--- src/rtl/regfile_dump_reader_if.sv ---
// Dump output stream: one register entry (index + value) per valid/ready handshake.
//   master : drives out_valid/out_data/out_index, samples out_ready
//   slave  : samples out_valid/out_data/out_index, drives out_ready
interface regfile_dump_reader_if #(
   parameter int unsigned ADDR_W = 5,
   parameter int unsigned DATA_W = 32
) ();
   logic              out_valid;
   logic              out_ready;
   logic [DATA_W-1:0] out_data;
   logic [ADDR_W-1:0] out_index;

   modport master (output out_valid, output out_data, output out_index, input out_ready);
   modport slave  (input out_valid, input out_data, input out_index, output out_ready);
endinterface

--- src/rtl/regfile_dump_reader.sv ---
// Walks a register-file read port from first_reg up to NUM_REGS-1 and streams
// each value with its index over a valid/ready interface (debug dump / compare).
// Ports:
//   clk, rst        clock; synchronous active-high reset
//   start,first_reg begin a dump at first_reg (sampled in IDLE only)
//   abort           cancel from any state, back to IDLE on the next edge
//   rd_addr,rd_data shared register-file read port (address registered)
//   dump            output stream (out_valid/out_ready/out_data/out_index)
//   busy, done      busy in READ/SEND; one-cycle done after the last entry
module regfile_dump_reader #(
   parameter int unsigned NUM_REGS = 32,
   parameter int unsigned ADDR_W   = 5,
   parameter int unsigned DATA_W   = 32
) (
   input  logic                 clk,
   input  logic                 rst,
   input  logic                 start,
   input  logic [ADDR_W-1:0]    first_reg,
   input  logic                 abort,
   output logic [ADDR_W-1:0]    rd_addr,
   input  logic [DATA_W-1:0]    rd_data,
   regfile_dump_reader_if.master dump,
   output logic                 busy,
   output logic                 done
);

   localparam int unsigned   EXT_W    = ADDR_W + 1;
   localparam logic [ADDR_W-1:0] LAST_IDX = ADDR_W'(NUM_REGS - 1);

   typedef enum logic [1:0] {ST_IDLE, ST_READ, ST_SEND, ST_DONE} state_t;

   state_t            state_q, state_d;
   logic [ADDR_W-1:0] rd_addr_q, rd_addr_d;
   logic              valid_q, valid_d;
   logic [DATA_W-1:0] data_q, data_d;
   logic [ADDR_W-1:0] index_q, index_d;
   logic              busy_q, done_q;

   // first_reg >= NUM_REGS, via the borrow of an extended subtraction
   logic [EXT_W-1:0]  first_diff;
   logic              first_oob;
   logic              handshake;

   assign first_diff = {1'b0, first_reg} - EXT_W'(NUM_REGS);
   assign first_oob  = ~first_diff[ADDR_W];
   assign handshake  = valid_q & dump.out_ready;

   // Next-state and next-output logic
   always_comb begin
      state_d   = state_q;
      rd_addr_d = rd_addr_q;
      valid_d   = valid_q;
      data_d    = data_q;
      index_d   = index_q;

      unique case (state_q)
         ST_IDLE: begin
            if (start) begin
               if (first_oob) begin
                  state_d = ST_DONE;
               end else begin
                  rd_addr_d = first_reg;
                  state_d   = ST_READ;
               end
            end
         end
         ST_READ: begin
            // rd_data reflects the file before any same-edge write
            data_d  = rd_data;
            index_d = rd_addr_q;
            valid_d = 1'b1;
            state_d = ST_SEND;
         end
         ST_SEND: begin
            if (handshake) begin
               valid_d = 1'b0;
               if (index_q == LAST_IDX) begin
                  state_d = ST_DONE;
               end else begin
                  rd_addr_d = rd_addr_q + ADDR_W'(1);
                  state_d   = ST_READ;
               end
            end
         end
         ST_DONE: begin
            rd_addr_d = '0;
            state_d   = ST_IDLE;
         end
         default: begin
            rd_addr_d = '0;
            valid_d   = 1'b0;
            state_d   = ST_IDLE;
         end
      endcase

      // abort overrides everything, including a start in IDLE
      if (abort) begin
         state_d   = ST_IDLE;
         valid_d   = 1'b0;
         rd_addr_d = '0;
      end
   end

   // State and output registers
   always_ff @(posedge clk) begin
      if (rst) begin
         state_q   <= ST_IDLE;
         rd_addr_q <= '0;
         valid_q   <= 1'b0;
         data_q    <= '0;
         index_q   <= '0;
         busy_q    <= 1'b0;
         done_q    <= 1'b0;
      end else begin
         state_q   <= state_d;
         rd_addr_q <= rd_addr_d;
         valid_q   <= valid_d;
         data_q    <= data_d;
         index_q   <= index_d;
         busy_q    <= (state_d == ST_READ) || (state_d == ST_SEND);
         done_q    <= (state_d == ST_DONE);
      end
   end

   assign rd_addr        = rd_addr_q;
   assign dump.out_valid = valid_q;
   assign dump.out_data  = data_q;
   assign dump.out_index = index_q;
   assign busy           = busy_q;
   assign done           = done_q;

endmodule

--- src/flat_wrapper.sv ---
// flat-port wrapper written by rule: the top's interface ports become plain ports
module regfile_dump_reader_flat 
#(
   parameter int unsigned NUM_REGS = 32,
   parameter int unsigned ADDR_W   = 5,
   parameter int unsigned DATA_W   = 32
)
  (clk, rst, start, first_reg, abort, rd_addr, rd_data, busy, done, dump_out_valid, dump_out_data, dump_out_index, dump_out_ready);
  regfile_dump_reader_if #(.ADDR_W(ADDR_W), .DATA_W(DATA_W)) dump_i ();
  input  logic clk;
  input  logic rst;
  input  logic start;
  input  logic [ADDR_W-1:0] first_reg;
  input  logic abort;
  output logic [ADDR_W-1:0] rd_addr;
  input  logic [DATA_W-1:0] rd_data;
  output logic busy;
  output logic done;
  output wire logic [$bits(dump_i.out_valid)-1:0] dump_out_valid;
  output wire logic [$bits(dump_i.out_data)-1:0] dump_out_data;
  output wire logic [$bits(dump_i.out_index)-1:0] dump_out_index;
  input wire logic [$bits(dump_i.out_ready)-1:0] dump_out_ready;
  assign dump_out_valid = dump_i.out_valid;
  assign dump_out_data = dump_i.out_data;
  assign dump_out_index = dump_i.out_index;
  assign dump_i.out_ready = dump_out_ready;
  regfile_dump_reader #(.NUM_REGS(NUM_REGS), .ADDR_W(ADDR_W), .DATA_W(DATA_W)) u_core (.clk(clk), .rst(rst), .start(start), .first_reg(first_reg), .abort(abort), .rd_addr(rd_addr), .rd_data(rd_data), .dump(dump_i), .busy(busy), .done(done));
endmodule
--- config.mk ---
export PLATFORM = sky130hd
export DESIGN_NAME = regfile_dump_reader_flat
export DESIGN_NICKNAME = d
export VERILOG_FILES = /design/src/rtl/regfile_dump_reader_if.sv /design/src/rtl/regfile_dump_reader.sv /design/src/flat_wrapper.sv
export SDC_FILE = /design/constraint.sdc
export NUM_CORES = 1
export LEC_CHECK = 0
export ABC_AREA = 1
export CAP_MARGIN = 40
export CORE_MARGIN = 4
export CORE_UTILIZATION = 37
export DETAILED_ROUTE_END_ITERATION = 8
export PLACE_DENSITY = 0.83
export SKIP_LAST_GASP = 1
export SLEW_MARGIN = 30
export SYNTH_ARGS = -nofsm -noshare
export SYNTH_HDL_FRONTEND = slang
export SYNTH_SLANG_ARGS = --single-unit
--- constraint.sdc ---
create_clock -name clk -period 1.3 [get_ports clk]
set_clock_uncertainty 0.05 [all_clocks]
set_input_delay 0.26 -clock clk [delete_from_list [all_inputs] [get_ports clk]]
set_output_delay 0.26 -clock clk [all_outputs]
set_load 0.01 [all_outputs]
==> metrics.md <==
| Metric | Value |
|---|---|
| PortBufs | `86` |
| HPWL after detailed placement | `3600 um` |
| Count of antenna-violating nets left after detailed routing | `0` |
| Fraction of final layout cells with drive strength greater than 1 | `20.8%` |
| Ranking of synthesized cells by instance count | `sky130_fd_sc_hd__nor2_1, sky130_fd_sc_hd__dfxtp_1, sky130_fd_sc_hd__o21ai_0, sky130_fd_sc_hd__nand2_1, sky130_fd_sc_hd__inv_1` |
| CTS Hold Bufs | `0` |
| IO Pins | `87` |
| Number of fillers in the final layout | `462` |
| Result of the run | `completed` |
| Post-Syn Nets | `291` |
| Leading cell types by total area after synthesis | `sky130_fd_sc_hd__dfxtp_1, sky130_fd_sc_hd__nor2_1, sky130_fd_sc_hd__o21ai_0, sky130_fd_sc_hd__nand2_1, sky130_fd_sc_hd__inv_1` |
| Share of flip-flops with an asynchronous set or reset after synthesis | `0%` |
| Worst slew pin tran | `0.339 ns` |
| Initial core utilization | `38.9%` |
| Layout net count | `398` |
| Overall die area | `6230 sq um` |
| Crit path kind | `in -> reg` |
| Pwr/cell area | `1020 nW/um^2` |
| Vias after detailed routing | `1,878` |
| Crit path time final | `1.30 ns` |
| CTS buffer count | `5` |
| Maximum number of buffers from clock root to sink | `2` |
| Initial antenna violation count | `0` |
| Wire length per cell after detailed routing | `11.8 um` |
| Number of DRC violations after detailed-routing iteration 0 | `53` |
| Most area-hungry cell type in the Yosys netlist | `sky130_fd_sc_hd__dfxtp_1` |
| Cells along the critical path | `clkdlybuf4s50_1 > nand2_2 > nor2_2 > a21oi_1 > nor2_2 > ha_4 > inv_1 > nor2_1` |
| Pre-CTS setup slack | `-0.359 ns` |
| Smallest setup slack after layout | `0.00496 ns` |
| Fin crit share | `99.6%` |
| CP endpoint kind | `flip-flop` |
| Clock root buffer master | `sky130_fd_sc_hd__clkbuf_8` |
| Most frequent cell on the critical path | `sky130_fd_sc_hd__nor2_2` |
| DR pass1 iterations | `4` |
| Max frequency | `772 MHz` |
| Number of pins exceeding their max-slew limit in the final report | `0` |
| Fraction of synthesized cell area taken by the top area cell type | `50.5%` |
| Kind of path behind the tightest hold check | `reg -> reg` |
| Worst-case hold slack | `0.452 ns` |
| Syn Area/Cell | `7.54 sq um` |
| Final setup viols | `0` |
| GR Overflow Total | `0` |
| Horiz. Die Dim | `78.9 um` |
| Number of global-route vias before repair | `1,853` |
| Worst endpoint required time | `1.45 ns` |
| Cell with the most instances after synthesis | `sky130_fd_sc_hd__nor2_1` |
| Placeable core area | `4790 sq um` |
| H-tree Lvls | `2` |
| Drt drc | `0` |
| Static Leak | `0.00151 uW` |
| Clock-pin slew on the worst setup and hold paths | `0.08 ns` |
| Drt total wl | `4960 um` |
| Row Count | `25` |
| Clock tree from TritonCTS | `yes` |
| Ys flop type | `sky130_fd_sc_hd__dfxtp_1` |
| Inserted Diodes | `0` |
| Total GRT Usage | `15.9%` |
| Syn Inst Count | `247` |
| Synth cell types | `21` |
| Maximum Capacitance Violations | `0` |
| Combined area of all synthesized cells | `1860 sq um` |
| CP arrival | `1.44 ns` |
| Setup repair after global routing missed its margin | `true` |
| Worst rel slew slack | `77.4%` |
| Startpoint types | `input pin` |
| Number of warnings reported in the yosys synthesis log | `0` |
| Total clock sinks | `47` |
| Post-DR vias/cell | `4.45` |
| Multi-input logic area | `853 sq um` |
| Worst vdd ir | `0.000579 V` |
| Clk_lat worst skew | `0.30 ns` |
| Post-synthesis sequential area ratio | `50.5%` |
| Total count of hold-check failures in the final report | `0` |
| Sequential Area | `955 sq um` |
| Total of flip-flops plus latches after synthesis | `47` |
| Synthesis-to-finish area growth | `65.1%` |
| Slowest cell on the critical path | `sky130_fd_sc_hd__clkdlybuf4s50_1` |
| CP max stage delay | `0.47 ns` |
| EDFF count, synth | `0` |
| Die height | `78.9 um` |
| Crit Path Max Fanout | `3` |
| Pin count of the biggest net entering global routing | `38` |
| Final Wtd Congestion | `0.784` |
| Worst reg-to-reg setup slack | `0.02 ns` |
| Wire length of the first global-routing pass | `7980 um` |
placed cells by master, fill, tap and decap left out, types with 8 or more instances in the layout:
cell type / synthesis / final
sky130_fd_sc_hd__buf_4: 3 / 22
sky130_fd_sc_hd__clkdlybuf4s50_1: 0 / 41
sky130_fd_sc_hd__dfxtp_1: 47 / 38
sky130_fd_sc_hd__dfxtp_2: 0 / 8
sky130_fd_sc_hd__dlygate4sd2_1: 0 / 41
sky130_fd_sc_hd__inv_1: 14 / 13
sky130_fd_sc_hd__nand2_1: 24 / 22
sky130_fd_sc_hd__nor2_1: 78 / 72
sky130_fd_sc_hd__nor2_2: 5 / 11
sky130_fd_sc_hd__o21ai_0: 40 / 40
cell families (layout without fill, tap and decap cells):
kind of cell             count (synthesis)  in the layout  synth area share, %
adder cells (fa/ha/maj)                  2              2                 1.34
flip-flops                              47             47                 50.5
AND/OR/NAND/NOR                        121            121                 28.0
XOR/XNOR                                 1              1                0.471
buffers and inverters                   28            136                 6.59
AO/OA/AOI/OAI                           48             48                 13.1
metrics by stage:
step	cell area, sq um	total power (uW)	util (%)	TNS (ns)	cells
final	3070	3130	64.2	0	422
after global routing	3070	3300	64.2	-0.0607	422
after CTS	3050	3170	63.6	-0.0441	421
after detailed placement	2930	2120	61.2	-2.55	410
after global placement	2930	2110	61.2	-1.81	410
after floorplan	1870	1780	-	0	247
layout make-up:
cell class	instances	area share (%)
clock buffers	5	2.24
clock inverters	3	1.55
inverters	18	2.44
multi-input cells	172	27.8
flip-flops and latches	47	31.1
well taps	67	2.73
repair buffers	110	32.2
flip-flops by register name (all words and copies together), names as in the netlist:
| signal | cells |
|---|---|
| u_core.dump.out_data | 32 |
| u_core.rd_addr | 5 |
| u_core.done | 1 |
| u_core.busy | 1 |
| u_core.dump.out_valid | 1 |
| u_core.dump.out_index | 5 |
| u_core.state_q | 2 |
critical path, delay by kind of cell:
kind / cells / cell delay (ns)
compound gates: 1 / 0.06
fa+ha+maj: 1 / 0.21
buf+inv: 2 / 0.51
simple gates: 4 / 0.39
what timing repair did:
| item | CTS | global route |
|---|---|---|
| pin swaps | 4 | 4 |
| hold endpoints to repair | 0 | 0 |
| resized for setup | 57 | 19 |
| buffers inserted | 3 | 1 |
| gates cloned | 0 | 0 |
| endpoints found under the setup margin | 49 | 16 |
worst paths after layout:
path                           end  cells past startpoint                   from
max                    u_core.busy                      8         dump_out_ready
min          u_core.dump.out_valid                      2  u_core.dump.out_valid
max reg2reg            u_core.busy                     10      u_core.state_q[0]
min reg2reg  u_core.dump.out_valid                      2  u_core.dump.out_valid
per-layer routing:
metal	GRT usage, %	part of all wire [%]	wire length [um]
met1	17.8	42	2080
met2	28.5	50	2490
met3	5.56	6.4	319
met4	4.12	1.5	76
met5	0	0	0
where the power goes:
part | switching [uW] | total, uW | internal, uW
clock | 503 | 1090 | 583
sequential | 37.2 | 1550 | 1510
combinational | 227 | 498 | 270
total | 768 | 3130 | 2370
(Power assumes the default switching activity.)
